## src/rtl/ie_input_conditioner_if.sv

```systemverilog
// Switch/button bus between the board pins and the IE01/IE02 decoding logic.
// The master drives the raw pin levels; the slave returns the conditioned signals.
interface ie_input_conditioner_if;
  logic [7:0] CH_RAW;
  logic [3:0] B_RAW;
  logic [7:0] CH_OUT;
  logic [3:0] B_LEVEL;
  logic [3:0] B_PRESS;
  logic [1:0] PERF_CHG;

  modport master (
    output CH_RAW, B_RAW,
    input  CH_OUT, B_LEVEL, B_PRESS, PERF_CHG
  );

  modport slave (
    input  CH_RAW, B_RAW,
    output CH_OUT, B_LEVEL, B_PRESS, PERF_CHG
  );
endinterface

```

## src/rtl/ie_input_conditioner.sv

```systemverilog
// Synchronises and debounces CH7..CH0 and B3..B0 and generates press and profile-change pulses.
// Optional macro PRESS_REPEAT_EN adds per-button auto-repeat of B_PRESS while a button is held.
module ie_input_conditioner #(
  parameter int DEB_CYCLES    = 50000,
  parameter int REPEAT_CYCLES = 25000000
) (
  input  logic                  CLK,
  input  logic                  RST,
  ie_input_conditioner_if.slave bus
);

  localparam int CW = (DEB_CYCLES > 2) ? $clog2(DEB_CYCLES) : 1;
  localparam logic [CW-1:0] DEB_LAST = CW'(DEB_CYCLES - 1);

  logic [7:0]  ch_sync1_q, ch_sync1_d, ch_sync2_q, ch_sync2_d;
  logic [3:0]  b_sync1_q, b_sync1_d, b_sync2_q, b_sync2_d;
  logic [11:0] stable_q, stable_d;
  logic [CW-1:0] cnt_q [12];
  logic [CW-1:0] cnt_d [12];
  logic [3:0]  press_q, press_d;
  logic [1:0]  perf_q, perf_d;

  logic [11:0] sync_in;
  logic [11:0] accept;

  // Channels 11..8 carry the buttons, already inverted to active-high.
  assign sync_in = {~b_sync2_q, ch_sync2_q};

`ifdef PRESS_REPEAT_EN
  localparam int RW = (REPEAT_CYCLES > 2) ? $clog2(REPEAT_CYCLES) : 1;
  localparam logic [RW-1:0] REP_LAST = RW'(REPEAT_CYCLES - 1);
  logic [RW-1:0] rep_q [4];
  logic [RW-1:0] rep_d [4];
`endif

  always_comb begin
    ch_sync1_d = bus.CH_RAW;
    ch_sync2_d = ch_sync1_q;
    b_sync1_d  = bus.B_RAW;
    b_sync2_d  = b_sync1_q;
    stable_d   = stable_q;
    accept     = '0;
    for (int i = 0; i < 12; i++) begin
      cnt_d[i] = '0;
      if (sync_in[i] != stable_q[i]) begin
        if (cnt_q[i] == DEB_LAST) begin
          stable_d[i] = sync_in[i];
          accept[i]   = 1'b1;
        end else begin
          cnt_d[i] = cnt_q[i] + CW'(1);
        end
      end
    end
    press_d = accept[11:8] & sync_in[11:8];
    perf_d  = {|accept[7:5], |accept[3:1]};
`ifdef PRESS_REPEAT_EN
    // The repeat period is measured from the cycle the previous pulse is visible.
    for (int i = 0; i < 4; i++) begin
      rep_d[i] = '0;
      if (!press_d[i] && stable_d[8+i]) begin
        if (rep_q[i] == REP_LAST) begin
          press_d[i] = 1'b1;
        end else begin
          rep_d[i] = rep_q[i] + RW'(1);
        end
      end
    end
`endif
  end

  always_ff @(posedge CLK) begin
    if (RST) begin
      ch_sync1_q <= '0;
      ch_sync2_q <= '0;
      b_sync1_q  <= '1;
      b_sync2_q  <= '1;
      stable_q   <= '0;
      press_q    <= '0;
      perf_q     <= '0;
      for (int i = 0; i < 12; i++) cnt_q[i] <= '0;
`ifdef PRESS_REPEAT_EN
      for (int i = 0; i < 4; i++) rep_q[i] <= '0;
`endif
    end else begin
      ch_sync1_q <= ch_sync1_d;
      ch_sync2_q <= ch_sync2_d;
      b_sync1_q  <= b_sync1_d;
      b_sync2_q  <= b_sync2_d;
      stable_q   <= stable_d;
      press_q    <= press_d;
      perf_q     <= perf_d;
      for (int i = 0; i < 12; i++) cnt_q[i] <= cnt_d[i];
`ifdef PRESS_REPEAT_EN
      for (int i = 0; i < 4; i++) rep_q[i] <= rep_d[i];
`endif
    end
  end

  assign bus.CH_OUT   = stable_q[7:0];
  assign bus.B_LEVEL  = stable_q[11:8];
  assign bus.B_PRESS  = press_q;
  assign bus.PERF_CHG = perf_q;

endmodule

```

## src/flat_wrapper.sv

```systemverilog
// flat-port wrapper written by rule: the top's interface ports become plain ports
module ie_input_conditioner_flat 
#(
  parameter int DEB_CYCLES    = 50000,
  parameter int REPEAT_CYCLES = 25000000
)
  (CLK, RST, bus_CH_RAW, bus_B_RAW, bus_CH_OUT, bus_B_LEVEL, bus_B_PRESS, bus_PERF_CHG);
  ie_input_conditioner_if bus_i ();
  input  logic CLK;
  input  logic RST;
  input wire logic [$bits(bus_i.CH_RAW)-1:0] bus_CH_RAW;
  input wire logic [$bits(bus_i.B_RAW)-1:0] bus_B_RAW;
  output wire logic [$bits(bus_i.CH_OUT)-1:0] bus_CH_OUT;
  output wire logic [$bits(bus_i.B_LEVEL)-1:0] bus_B_LEVEL;
  output wire logic [$bits(bus_i.B_PRESS)-1:0] bus_B_PRESS;
  output wire logic [$bits(bus_i.PERF_CHG)-1:0] bus_PERF_CHG;
  assign bus_i.CH_RAW = bus_CH_RAW;
  assign bus_i.B_RAW = bus_B_RAW;
  assign bus_CH_OUT = bus_i.CH_OUT;
  assign bus_B_LEVEL = bus_i.B_LEVEL;
  assign bus_B_PRESS = bus_i.B_PRESS;
  assign bus_PERF_CHG = bus_i.PERF_CHG;
  ie_input_conditioner #(.DEB_CYCLES(DEB_CYCLES), .REPEAT_CYCLES(REPEAT_CYCLES)) u_core (.CLK(CLK), .RST(RST), .bus(bus_i));
endmodule
```

## config.mk

```make
export PLATFORM = sky130hd
export DESIGN_NAME = ie_input_conditioner_flat
export DESIGN_NICKNAME = d
export VERILOG_FILES = /design/src/rtl/ie_input_conditioner_if.sv /design/src/rtl/ie_input_conditioner.sv /design/src/flat_wrapper.sv
export SDC_FILE = /design/constraint.sdc
export NUM_CORES = 1
export LEC_CHECK = 0
export CAP_MARGIN = 0
export CORE_UTILIZATION = 45
export CTS_CLUSTER_SIZE = 10
export DETAILED_ROUTE_END_ITERATION = 12
export DONT_BUFFER_PORTS = 1
export HOLD_SLACK_MARGIN = 0.12
export PLACE_DENSITY_LB_ADDON = 0.12
export SLEW_MARGIN = 20
export SYNTH_ARGS = -nofsm -noshare
export SYNTH_HDL_FRONTEND = slang
export SYNTH_SLANG_ARGS = --single-unit
```

## constraint.sdc

```tcl
create_clock -name CLK -period 3.7 [get_ports CLK]
set_input_delay 0.74 -clock CLK [delete_from_list [all_inputs] [get_ports CLK]]
set_output_delay 0.74 -clock CLK [all_outputs]
set_load 0.005 [all_outputs]
```

==> summary.md <==
| Metric | Value |
|---|---|
| Status | completed |
| First-pass GRT wire length | 29500 um |
| # fillers | 2052 |
| Overall power consumption | 4.83 mW |
| Cell Count, Final, Fillers Out | 1384 |
| Pin count of the biggest net entering global routing | 63 |
| Endpoint arrival time on the critical path | between 2 and 2.5 ns |
| Critical path startpoint | u_core.cnt_q[2][32] |
| RR Startpoint | u_core.cnt_q[2][32] |
| PnR worst setup slack | roughly 1.6 ns |
| Cell leakage power | ~3.2 nW |
| Max capacitance violation total | 0 |
| Endpoint of the worst register-to-register path | u_core.cnt_q[2][39] |
| Initial Utilization | 0.458 |
| Share of synthesized area occupied by flip-flops and latches | 0.470 |
| Post-CTS setup buffers | 0 |
| Std cell rows | 54 |
| DP Worst Slack | 1.60 ns |
| Total of flip-flops plus latches after synthesis | 234 |
| Largest voltage drop on the vdd net | 0.306 mV |
| Number of levels in the clock H-tree | 1 |
| Area after detailed placement | between 0.01 and 0.015 sq mm |
| Class of the tightest hold or removal check | in2reg |
| CP Capture Point | u_core.cnt_q[2][39] |
| Port bufs | 0 |
| Initial antenna violation count | 0 |
| Clk slew on worst S/H paths | roughly 0.05 ns |
| Die outline area | between 0.02 and 0.025 sq mm |
| Number of placed instances with taps included | 1352 |
| Unrepaired setup endpoints after global routing | false |
| Post-layout utilization of the core | 0.499 |
| Final critical delay including setup and external delays | 2.10 ns |
| Number of standard cells after synthesis | 1103 |
| Post-route antenna net violation count | 0 |
| Num CTS Buffers | 27 |
| Met3 layer usage reported by global route | 0.0331 |
| Mapped cell area | 0.00996 sq mm |
| Setup violation total in the final timing report | 0 |
| Hold Violations, Final | 0 |
| Total clock sinks | 234 |
| Syn Area/Cell | 9.03 sq um |
| Count of synthesis-stage warnings from yosys | 0 |
| Crit share post-route | 0.569 |
| Number of nets in the synthesized netlist | 1129 |
| Worst Hold Launch | RST |
| Post-synthesis cell type count | 49 |
| Routability congestion estimate from global placement | 0.791 |
| Buffer cell driving the clock tree root | sky130_fd_sc_hd__clkbuf_16 |
| Final instance area | 0.0109 sq mm |
| Die W | 151 um |
| Total negative slack | 0 ns |
| Worst Reg-to-Reg Cells | 5 |
| Global route hottest layer | met2 |
| Top-Level Pins | 32 |
| Detail-routed via count per cell | 5.13 |
| Critical path data required time | 4.08 ns |
| Final max-slew violation count | 0 |
| Slack of the worst reg-to-reg path | about 1.6 ns |
| HPWL after DPL | 11200 um |
| Clock Skews | 0.00514 ns |
| Worst hold margin | 0.287 ns |
| Cell type of the slowest stage on the worst timing path | sky130_fd_sc_hd__or3_1 |
| Max stage delay on crit path | 0.53 ns |
| Post-layout nets | 1127 |
| Final routed DRC violation total | 0 |
| Final antenna diode count | 0 |
| Kind of launch point of the worst setup path | flop |
| Cell-by-cell trace of the critical path | ha_1 -> nand3_1 -> nor4_2 -> or3_1 -> nor2_1 |
| Quantity of hold-fixing buffers added after cts | 0 |
| EDFF count, synth | 0 |
| Core Region | 0.0218 sq mm |
| CTS tree | yes |
| Overall fraction of global-route tracks in use | 0.155 |
| Final wirelength | 17200 um |
| Wire per inst | ~12 um |
| Detailed router's first-iteration violation count | about 260 |
| Sum of overflow across all layers after global routing | 0 |
| Die H | 151 um |
| Upper clock frequency limit | around 480 MHz |
| Area growth, synth to finish | 9.04% |
| Met1 usage | 0.214 |
| Top fanout value on the critical path | 16 |
| Via count of the first global-routing pass | roughly 6.4k |
| Transition time at the pin with the least slew margin | 0.962 ns |
| First-pass iteration count of the detailed router | 5 |
| CP endpoint kind | flop |
| Async set-reset flop share out of synthesis | 0 |
| Post-synth top flop | sky130_fd_sc_hd__dfxtp_1 |
| Fraction of layout cells with a size suffix above 1 | 0.0525 |
| Post-cts gate resize count | 0 |
| Met2 track utilization from global routing | 0.240 |
| Worst max-slew margin expressed relative to the limit | 0.354 |
| Via total after detailed routing | 7100 |
| Type of the setup path with the least slack | reg2reg |
| Longest Clk Path Bufs | 3 |
| Power density cells | 445 mW/mm^2 |
| Clock insertion delay at the later pin of the skew report | 0.52 ns |
placed cells by master, fill, tap and decap left out, types with 7 or more instances in the layout:
cell	instances
sky130_fd_sc_hd__nand3_1	60
sky130_fd_sc_hd__mux2i_1	8
sky130_fd_sc_hd__nor2_2	10
sky130_fd_sc_hd__ha_1	12
sky130_fd_sc_hd__or2_2	13
sky130_fd_sc_hd__nor4bb_1	9
sky130_fd_sc_hd__clkbuf_16	27
sky130_fd_sc_hd__nand4_1	62
sky130_fd_sc_hd__nand2_1	47
sky130_fd_sc_hd__nor2_1	207
sky130_fd_sc_hd__nor3_1	46
sky130_fd_sc_hd__nor2b_1	21
sky130_fd_sc_hd__xnor2_1	129
sky130_fd_sc_hd__xor2_1	47
sky130_fd_sc_hd__nand2b_1	7
sky130_fd_sc_hd__or4_1	7
sky130_fd_sc_hd__and3_1	19
sky130_fd_sc_hd__and4_1	7
sky130_fd_sc_hd__inv_1	26
sky130_fd_sc_hd__nor4b_1	9
sky130_fd_sc_hd__nor4_1	47
sky130_fd_sc_hd__dfxtp_1	234
kinds of logic (layout without fill, tap and decap cells):
| logic type | count (synthesis) | in the layout | synth area share |
|---|---|---|---|
| AO/OA/AOI/OAI | 18 | 18 | 0.0118 |
| XOR/XNOR | 176 | 176 | 0.155 |
| adder cells (fa/ha/maj) | 12 | 12 | 0.0151 |
| buffers and inverters | 58 | 59 | 0.0260 |
| flip-flops | 234 | 234 | 0.470 |
| multiplexers | 8 | 8 | 0.00804 |
| AND/OR/NAND/NOR | 597 | 597 | 0.314 |
synth_stat cells, types with 2 or more instances:
master                     count  area share
sky130_fd_sc_hd__mux2i_1       8      0.0080
sky130_fd_sc_hd__inv_1        26      0.0098
sky130_fd_sc_hd__buf_2         2      0.0010
sky130_fd_sc_hd__nor4bb_1      9      0.0090
sky130_fd_sc_hd__and2_1        4      0.0025
sky130_fd_sc_hd__nand2_1      47       0.018
sky130_fd_sc_hd__or2_2        13      0.0082
sky130_fd_sc_hd__dfxtp_1     234        0.47
sky130_fd_sc_hd__nor2_1      207       0.078
sky130_fd_sc_hd__or3_1         3      0.0019
sky130_fd_sc_hd__nand3_1      60       0.030
sky130_fd_sc_hd__nor4_2        2      0.0025
sky130_fd_sc_hd__o21ai_0       2      0.0010
sky130_fd_sc_hd__ha_1         12       0.015
sky130_fd_sc_hd__buf_4         4      0.0030
sky130_fd_sc_hd__xnor2_1     129        0.11
sky130_fd_sc_hd__and3_1       19       0.012
sky130_fd_sc_hd__nor3_1       46       0.023
sky130_fd_sc_hd__nor3b_1       2      0.0015
sky130_fd_sc_hd__or4bb_1       2      0.0023
sky130_fd_sc_hd__clkbuf_1     23      0.0087
sky130_fd_sc_hd__or4_1         7      0.0053
sky130_fd_sc_hd__o31ai_1       4      0.0030
sky130_fd_sc_hd__nand4_1      62       0.039
sky130_fd_sc_hd__a21oi_1       6      0.0030
sky130_fd_sc_hd__and4_1        7      0.0062
sky130_fd_sc_hd__xor2_1       47       0.041
sky130_fd_sc_hd__nor4b_1       9      0.0079
sky130_fd_sc_hd__nor2_2       10      0.0063
sky130_fd_sc_hd__nand4b_1      6      0.0053
sky130_fd_sc_hd__nor2b_1      21       0.013
sky130_fd_sc_hd__nor4_1       47       0.030
sky130_fd_sc_hd__nand2b_1      7      0.0044
cell type report:
class                      instances  area [sq um]  share of cell area
sequential                       234          4680               0.431
tap                              280           350              0.0322
timing repair buffer               1          7.51            0.000691
clock buffer                      32           704              0.0648
inverter                          26          97.6             0.00898
multi-input combinational        811          5020               0.462
where the power goes:
part	total [mW]	internal [mW]	switching, mW	leakage, nW
clock	2.24	1.31	0.936	0.345
combinational	0.0388	0.0150	0.0238	0.980
sequential	2.55	2.54	0.00940	1.89
flip-flops by register name, summed over array words and instances, names as in the netlist:
name / flops
u_core.bus.PERF_CHG: 2
u_core.bus.B_PRESS: 4
u_core.ch_sync2_q: 8
u_core.b_sync2_q: 4
u_core.ch_sync1_q: 8
u_core.cnt_q: 192
u_core.stable_q: 12
u_core.b_sync1_q: 4
per-layer routing:
layer / vias to the layer above / wire length (um)
met4: 0 / 325
met5: - / 0
li1: 3786 / -
met3: 29 / 697
met1: 3212 / 8920
met2: 73 / 7280
how the worst min path moves through the flow:
stage,depth (start not counted),slack (ns),to
finish,1,0.29,u_core.stable_q[0]
global route,1,0.26,u_core.ch_sync2_q[0]
CTS,1,0.26,u_core.stable_q[0]
detailed placement,1,0.40,u_core.b_sync2_q[1]
global placement,1,0.40,u_core.b_sync2_q[0]
floorplan,1,0.39,u_core.b_sync2_q[0]
critical path: cells and delay by family (launching register included):
family                     cells  cell delay, ns
adders and majority gates      1            0.20
DFF                            1            0.36
and+or+nand+nor                4            1.40
No activity file was read; power rests on OpenSTA's default activity.
